===== config.mk =====
export PLATFORM = sky130hd
export DESIGN_NAME = mem_stage_lsu
export DESIGN_NICKNAME = d
export VERILOG_FILES = /design/src/rtl/riscv_mem_pkg.sv /design/src/rtl/load_align_ext.sv /design/src/rtl/mem_stage_lsu.sv
export SDC_FILE = /design/constraint.sdc
export NUM_CORES = 1
export LEC_CHECK = 0
export CAP_MARGIN = 20
export CORE_ASPECT_RATIO = 0.5
export CORE_MARGIN = 2
export CORE_UTILIZATION = 48
export DETAILED_ROUTE_END_ITERATION = 6
export PLACE_DENSITY = 0.89
export SLEW_MARGIN = 40
export SYNTH_ARGS = -nofsm -noshare
export SYNTH_HDL_FRONTEND = slang
export SYNTH_SLANG_ARGS = --single-unit

===== constraint.sdc =====
create_clock -name clk -period 5.2 [get_ports clk]
set_input_delay 0.78 -clock clk [delete_from_list [all_inputs] [get_ports clk]]
set_output_delay 0.78 -clock clk [all_outputs]
set_load 0.01 [all_outputs]

===== src/rtl/riscv_mem_pkg.sv =====
// Shared definitions for the memory-stage load/store unit: access sizes,
// writeback select codes, FSM states and the access legality rule.
package riscv_mem_pkg;

    localparam logic [2:0] F3_B  = 3'b000;
    localparam logic [2:0] F3_H  = 3'b001;
    localparam logic [2:0] F3_W  = 3'b010;
    localparam logic [2:0] F3_BU = 3'b100;
    localparam logic [2:0] F3_HU = 3'b101;

    typedef enum logic [1:0] {
        WB_ALU  = 2'b00,
        WB_LOAD = 2'b01,
        WB_PC4  = 2'b10
    } wb_sel_t;

    typedef enum logic [1:0] {
        LSU_IDLE     = 2'b00,
        LSU_REQ      = 2'b01,
        LSU_WAIT_RSP = 2'b10
    } lsu_state_t;

    // Illegal size for the direction, or a half/word not naturally aligned.
    function automatic logic access_fault(input logic is_store, input logic [2:0] f3,
                                          input logic [1:0] off);
        logic illegal;
        logic misaligned;
        if (is_store)
            illegal = !(f3 inside {F3_B, F3_H, F3_W});
        else
            illegal = !(f3 inside {F3_B, F3_H, F3_W, F3_BU, F3_HU});
        misaligned = ((f3[1:0] == 2'b01) && off[0]) ||
                     ((f3[1:0] == 2'b10) && (off != 2'b00));
        return illegal || misaligned;
    endfunction

endpackage


===== src/rtl/load_align_ext.sv =====
// Picks the addressed byte/half out of a bus word and sign- or zero-extends it.
module load_align_ext
    import riscv_mem_pkg::*;
#(
    parameter int XLEN = 32
) (
    input  logic [XLEN-1:0] rdata,
    input  logic [1:0]      addr_lo,
    input  logic [2:0]      funct3,
    output logic [XLEN-1:0] data
);

    logic [7:0]  byte_sel;
    logic [15:0] half_sel;

    always_comb begin
        byte_sel = rdata[{addr_lo, 3'b000} +: 8];
        half_sel = addr_lo[1] ? rdata[31:16] : rdata[15:0];
        case (funct3)
            F3_B:    data = {{(XLEN-8){byte_sel[7]}}, byte_sel};
            F3_BU:   data = {{(XLEN-8){1'b0}}, byte_sel};
            F3_H:    data = {{(XLEN-16){half_sel[15]}}, half_sel};
            F3_HU:   data = {{(XLEN-16){1'b0}}, half_sel};
            default: data = rdata;
        endcase
    end

endmodule


===== src/rtl/mem_stage_lsu.sv =====
// Memory stage: issues one word-aligned bus access per load/store, holds the
// pipeline until the response, then registers the writeback into MEM/WB.
module mem_stage_lsu
    import riscv_mem_pkg::*;
#(
    parameter int XLEN       = 32,
    parameter int REG_ADDR_W = 5
) (
    input  logic                  clk,
    input  logic                  reset,
    input  logic                  ex_valid,
    input  logic [XLEN-1:0]       ex_alu_result,
    input  logic [XLEN-1:0]       ex_write_data,
    input  logic                  ex_data_write_en,
    input  logic                  ex_data_read_en,
    input  logic [2:0]            ex_funct3,
    input  logic                  ex_reg_write,
    input  logic [1:0]            ex_wb_sel,
    input  logic [XLEN-1:0]       ex_pc_plus_four,
    input  logic [REG_ADDR_W-1:0] ex_rd,
    output logic                  mem_stall,
    output logic                  dbus_req_valid,
    input  logic                  dbus_req_ready,
    output logic [XLEN-1:0]       dbus_addr,
    output logic                  dbus_we,
    output logic [3:0]            dbus_wstrb,
    output logic [XLEN-1:0]       dbus_wdata,
    input  logic                  dbus_rsp_valid,
    input  logic [XLEN-1:0]       dbus_rdata,
    output logic                  wb_valid,
    output logic                  wb_reg_write,
    output logic [REG_ADDR_W-1:0] wb_rd,
    output logic [XLEN-1:0]       wb_data,
    output logic                  misalign_fault,
    output lsu_state_t            state_dbg
);

    // Bus handshake: a request transfers on the rising edge where
    // dbus_req_valid && dbus_req_ready; address/we/wstrb/wdata are held
    // stable from valid until that edge. One dbus_rsp_valid pulse completes
    // the access and is only honoured in WAIT_RSP.
    lsu_state_t state;
    logic [2:0] req_funct3;
    logic [1:0] req_off;

    logic            mem_op;
    logic            is_store;
    logic            fault;
    logic [3:0]      store_strb;
    logic [XLEN-1:0] store_data;
    logic [XLEN-1:0] load_data;
    logic [XLEN-1:0] wb_value;

    assign state_dbg = state;
    assign mem_op    = ex_valid & (ex_data_write_en | ex_data_read_en);
    assign is_store  = ex_data_write_en;
    assign fault     = access_fault(is_store, ex_funct3, ex_alu_result[1:0]);

    always_comb begin
        store_strb = 4'b0000;
        store_data = ex_write_data;
        if (is_store) begin
            case (ex_funct3[1:0])
                2'b00: begin
                    store_strb = 4'b0001 << ex_alu_result[1:0];
                    store_data = {(XLEN/8){ex_write_data[7:0]}};
                end
                2'b01: begin
                    store_strb = ex_alu_result[1] ? 4'b1100 : 4'b0011;
                    store_data = {(XLEN/16){ex_write_data[15:0]}};
                end
                default: store_strb = 4'b1111;
            endcase
        end
    end

    load_align_ext #(.XLEN(XLEN)) u_align (
        .rdata   (dbus_rdata),
        .addr_lo (req_off),
        .funct3  (req_funct3),
        .data    (load_data)
    );

    always_comb begin
        case (ex_wb_sel)
            WB_ALU:  wb_value = ex_alu_result;
            WB_LOAD: wb_value = load_data;
            WB_PC4:  wb_value = ex_pc_plus_four;
            default: wb_value = '0;
        endcase
    end

    // The response cycle releases the stall so upstream advances on the same edge.
    always_comb begin
        case (state)
            LSU_IDLE:     mem_stall = mem_op & ~fault;
            LSU_REQ:      mem_stall = 1'b1;
            LSU_WAIT_RSP: mem_stall = ~dbus_rsp_valid;
            default:      mem_stall = 1'b0;
        endcase
    end

    always_ff @(posedge clk or posedge reset) begin
        if (reset) begin
            state          <= LSU_IDLE;
            req_funct3     <= 3'b000;
            req_off        <= 2'b00;
            dbus_req_valid <= 1'b0;
            dbus_addr      <= '0;
            dbus_we        <= 1'b0;
            dbus_wstrb     <= 4'b0000;
            dbus_wdata     <= '0;
            wb_valid       <= 1'b0;
            wb_reg_write   <= 1'b0;
            wb_rd          <= '0;
            wb_data        <= '0;
            misalign_fault <= 1'b0;
        end else begin
            misalign_fault <= 1'b0;
            case (state)
                LSU_IDLE: begin
                    if (mem_op && fault) begin
                        misalign_fault <= 1'b1;
                        wb_valid       <= 1'b1;
                        wb_reg_write   <= 1'b0;
                        wb_rd          <= ex_rd;
                        wb_data        <= '0;
                    end else if (mem_op) begin
                        dbus_req_valid <= 1'b1;
                        dbus_addr      <= {ex_alu_result[XLEN-1:2], 2'b00};
                        dbus_we        <= is_store;
                        dbus_wstrb     <= store_strb;
                        dbus_wdata     <= store_data;
                        req_funct3     <= ex_funct3;
                        req_off        <= ex_alu_result[1:0];
                        wb_valid       <= 1'b0;
                        wb_reg_write   <= 1'b0;
                        state          <= LSU_REQ;
                    end else begin
                        wb_valid     <= ex_valid;
                        wb_reg_write <= ex_valid & ex_reg_write;
                        wb_rd        <= ex_rd;
                        wb_data      <= wb_value;
                    end
                end
                LSU_REQ: begin
                    wb_valid     <= 1'b0;
                    wb_reg_write <= 1'b0;
                    if (dbus_req_ready) begin
                        dbus_req_valid <= 1'b0;
                        state          <= LSU_WAIT_RSP;
                    end
                end
                LSU_WAIT_RSP: begin
                    if (dbus_rsp_valid) begin
                        wb_valid     <= 1'b1;
                        wb_reg_write <= ex_reg_write;
                        wb_rd        <= ex_rd;
                        wb_data      <= wb_value;
                        state        <= LSU_IDLE;
                    end else begin
                        wb_valid     <= 1'b0;
                        wb_reg_write <= 1'b0;
                    end
                end
                default: state <= LSU_IDLE;
            endcase
        end
    end

endmodule


; ---- After elaboration in Yosys (flattened, before gate mapping)
; Cells that the tools add are included.
[op_classes]
eq_ne = 18
shift = 2
mux = 37
n_bitwise = 7
n_reduce_logical = 22
[ops]
columns = cell, count
row1 = $mux 32, 4
row2 = $pmux 32 s2, 2
row3 = $pmux 32 s4, 1
row4 = $pmux 32 s3, 1
row5 = $shiftx 32x6->8, 1
row6 = $mux 16, 1
row7 = $mux 5, 3
row8 = $eq 3x3->1 const B, 4
row9 = $mux 1, 12
row10 = $pmux 5 s2, 1
row11 = $pmux 1 s3, 3
row12 = $mux 2, 4
row13 = $mux 4, 2
row14 = $ne 2x2->1 const B, 4
row15 = $pmux 4 s2, 1
row16 = $reduce_and 4->1, 2
row17 = $eq 2x1->1 const B, 3
row18 = $eq 2x2->1 const B, 3
row19 = $eq 3x1->1 const B, 2
row20 = $logic_not 2->1, 3
row21 = $logic_not 3->1, 2
row22 = $pmux 2 s3, 1
row23 = $reduce_and 3->1, 2
row24 = $reduce_bool 2->1, 3
row25 = 12 further kinds, 21
[word_totals]
register_bits = 115
in_bits = 146
output_inout_bits = 113

; ---- Logic depth before layout (Yosys ltp)
[logic_depth]
depth_word = 8
ltp_mapped = 8

; ---- By module
; From an unflattened synthesis, not the netlist that was laid out.
[unflattened]
hier_cells = 669
area_unflattened_um2 = 6354.8
[by_module_without_submodules]
columns = module, n_inst, cells_per_inst, area_per_inst_um2, seq_area_each_um2
row1 = mem_stage_lsu, 1, 573, 5509.0, 2877.8
row2 = load_align_ext, 1, 96, 845.8, 0.0

; ---- Worst setup path after synthesis
; No wires, ideal clock.
[synth_path]
kind = input-to-output
startpoint = input ex_data_write_en
endpoint = output mem_stall
arrival_ps = 2024
required_time_ps = 4420
setup_slack_ps = 2396
path_stages = 6
cell_sequence = buf_2 a221oi_2 o21bai_2 buf_4 clkbuf_1 a21oi_1
[synth_between]
elab_chain_len = 5
elab_cells_between_ends = 7
classes_between = mux: 2 / bitwise: 4 / reduce/logical: 1
[synth_rtl]
columns = item, line
row1 = start: declaration, mem_stage_lsu.sv:14  ; input logic ex_data_write_en,
row2 = $mux 1, riscv_mem_pkg.sv:28  ; if (is_store)
row3 = $logic_or 1x1->1, riscv_mem_pkg.sv:34  ; return illegal || misaligned;
row4 = $not 1->1, mem_stage_lsu.sv:96  ; LSU_IDLE: mem_stall = mem_op & ~fault;
row5 = $and 1x1->1 *, mem_stage_lsu.sv:96
row6 = $pmux 1 s3 *, mem_stage_lsu.sv:95  ; case (state)
row7 = end: declaration, mem_stage_lsu.sv:21  ; output logic mem_stall,
; Every way passes the cells marked *; elsewhere a longest branch is shown, timed or not.

; ---- Worst setup path after layout
; Ends and elaborated chain as after synthesis.

==> qor.txt <==
CTS sink cnt -> 115
CP endpoint kind -> primary output
Antenna diode count -> 0
# DRC -> 0
Layout area overhead -> 48.4%
R2r startpoint -> state_dbg[0]
Nets -> 1068
Measured slew at the worst slew-check pin -> 0.784 ns
Setup TNS -> 0 ns
CTS tree -> built
Die H -> 87.7 um
CTS root buffer -> clkbuf_16
Initial core utilization -> 49.3%
WL per Instance -> 19.6 um
Required time of the critical path -> 4.42 ns
Cell area power density -> 544 mW/mm2
Maximum vdd ir drop -> 0.000221 V
Reg2Reg Setup Slack -> 2.48 ns
Max_slew headroom -> 47.6%
Post-synth EDFFs -> 0
Routability Congestion -> 0.879
Part of the Yosys area used for sequential elements -> 42.8%
Status -> finished, final reports clean
1st-iter DRT viols -> 580
Worst setup SP type -> input port
Layout cells sized above 1 -> 12.1%
Yosys warning count -> 0
Post-CTS Setup Inserts -> 0
Leakage -> 4.17 nW
CTS H-Tree Depth -> 4
First-pass GRT wire length -> 33700 um
Hold Path Class -> reg -> reg
Minimum clock period -> 3.86 ns
Cts bufs inserted -> 17
Fill count -> 990
Via count -> 6472
Chip Width -> 171 um
Gate Count Post-Synth -> 693
Final Hold Vio Count -> 0
Synth Flop Type -> dfrtp_1
Core footprint -> 0.0136 mm2
Ys async rst share -> 100%
F_max -> 259 MHz
Worst-skew pair later-pin latency -> 0.42 ns
Post-Place Cell Area -> 0.00935 mm2
Setup repair after global routing missed its margin -> false
Final Cell Area -> 0.00998 mm2
Initial antenna violation count -> 0
Total Die Area -> 0.0150 mm2
PortBufs -> 256
RR Endpoint -> wb_data[21]
Post-synthesis cell area -> 0.00672 mm2
Placed wire-length estimate -> 15200 um
Max Root-Sink Buffers -> 2
Clk_skew -> 0.00736 ns
ANT nets after route -> 0
Cts repair resizes -> 0
Cells on worst reg2reg path -> 6
Number of top-level pins -> 259
Cts hold-fix bufs -> 0
Worst setup startpoint -> ex_data_write_en
Vias per cell -> 5.76
Max-cap viol count -> 0
FF+latch count, synth -> 115
WP data arrival -> 3.08 ns
Syn avg cell area -> 9.70 um2
First-pass iteration count of the detailed router -> 5
Tot GR Track Use -> 29.1%
Endpoints failing setup -> 0
Routed WL -> 22000 um
Worst Path Max Fanout -> 22
Final Max Tran Viols -> 0
Largest net degree at the start of global routing -> 86
Global route overflow -> 0
Crit path to -> mem_stall
Row cnt -> 30
Clock slew at reported path FFs -> 0.06 ns
CP Class -> in -> out
Number of global-route vias before repair -> 6342
Final period util -> 74.1%
Synth cell types -> 58
## cells in the mapped netlist, types with 3 or more instances
master,number,area [um2]
a211oi_1,16,120
and3b_1,5,43.8
a21oi_1,52,260
mux2_4,9,135
a21boi_0,21,158
buf_4,5,37.5
o2bb2ai_1,18,158
buf_1,4,15.0
nand2_1,70,263
a21o_1,7,52.6
mux2i_1,43,430
inv_1,12,45.0
o211ai_1,4,30.0
buf_2,21,105
or4b_2,3,30.0
clkbuf_1,28,105
a221o_1,5,50.1
or3_1,5,31.3
mux2_2,41,462
o31ai_1,12,90.1
dfrtp_1,115,2880
a22oi_1,18,135
a31oi_1,6,37.5
o32a_1,3,30.0
nor2_1,54,203
nor2b_1,12,75.1
nand3b_1,3,22.5
ha_1,4,50.1
nand2b_1,11,68.8
or4b_1,3,30.0
nor3b_1,3,22.5
o21ai_0,44,220
and2_1,6,37.5
## critical path, cell delays in order
cell	delay [ns]
clkdlybuf4s50_1	0.61
a221oi_2	0.51
o21bai_4	0.33
a21oi_1	0.25
clkdlybuf4s50_1	0.58
## state kept, by name, summed over array words and instances, names as in the netlist
register        count
req_funct3          3
wb_reg_write        1
dbus_wstrb          4
req_off             2
dbus_wdata         32
dbus_req_valid      1
wb_rd               5
dbus_addr          30
wb_data            32
dbus_we             1
wb_valid            1
misalign_fault      1
state_dbg           2
## through the flow
| step | power, W | util [%] | hold slack, ns | setup slack, ns | instances |
|---|---|---|---|---|---|
| 2_1_floorplan | 0.00289 | - | 0.474 | 1.38 | 694 |
| 3_3_place_gp | 0.00402 | 68.5 | 0.461 | 1.50 | 1091 |
| 3_5_place_dp | 0.00412 | 68.6 | 0.466 | 1.36 | 1091 |
| 4_1_cts | 0.00542 | 73.2 | 0.481 | 1.35 | 1123 |
| 5_1_grt | 0.00571 | 73.2 | 0.496 | 1.25 | 1123 |
| 6_report | 0.00543 | 73.2 | 0.476 | 1.34 | 1123 |
## per-layer routing
metal | wire length (um) | up-vias | GRT usage [%]
li1 | - | 2974 | -
met1 | 8840 | 3115 | 35.6
met2 | 10700 | 317 | 49.6
met3 | 1730 | 66 | 7.05
met4 | 781 | 0 | 13.6
met5 | 0 | - | 0
## final cells by class
cell class	count	area, um2	share of cell area, %
multi-input combinational	506	3540	35.4
timing repair buffer	265	2640	26.5
tap	192	240	2.41
clock inverter	15	204	2.04
inverter	13	53.8	0.539
sequential	115	2880	28.8
clock buffer	17	425	4.26
## power by group
part | switching (W) | leakage, nW | internal (W)
registers | 0.000278 | 1.44 | 0.00131
logic | 0.00123 | 2.44 | 0.00134
clock network | 0.000469 | 0.297 | 0.000806
total | 0.00197 | 4.17 | 0.00345
## worst min-delay path by stage
stage	from	end	slack, ns	depth (start not counted)
global route	wb_data[2]	wb_data[2]	0.50	1
detailed placement	dbus_wdata[10]	dbus_wdata[10]	0.47	2
finish	dbus_wdata[10]	dbus_wdata[10]	0.48	2
CTS	dbus_wdata[10]	dbus_wdata[10]	0.48	2
global placement	dbus_wdata[13]	dbus_wdata[13]	0.46	2
floorplan	req_funct3[2]	req_funct3[2]	0.47	1
## cell usage in the layout (no fill, tap or decap), drive strengths merged, types with 4 or more instances in the layout
master	Yosys	final
nand2b	11	11
a31oi	6	6
clkinv	1	4
clkbuf	29	17
a21boi	21	21
clkinvlp	0	4
a211oi	16	16
o31ai	12	12
a21oi	52	52
o211ai	5	5
and2	6	6
o21ai	44	44
a22oi	18	18
and3b	5	5
a221o	5	5
nor2	54	54
clkdlybuf4s50	0	255
bufinv	0	4
ha	4	4
or3	5	5
mux2	50	50
inv	12	16
o2bb2ai	18	18
dfrtp	115	115
buf	31	10
a21o	7	7
or4b	6	6
nand2	70	70
o32a	5	5
nor2b	12	12
mux2i	43	43
## kinds of logic after synthesis
| kind of cell | share of synthesized area [%] |
|---|---|
| flops | 42.8 |
| compound gates | 22.0 |
| other cells | 0.0558 |
| simple gates | 13.9 |
| mux | 15.7 |
| fa+ha+maj | 0.744 |
| buf+inv | 4.88 |
(Power assumes the default switching activity.)
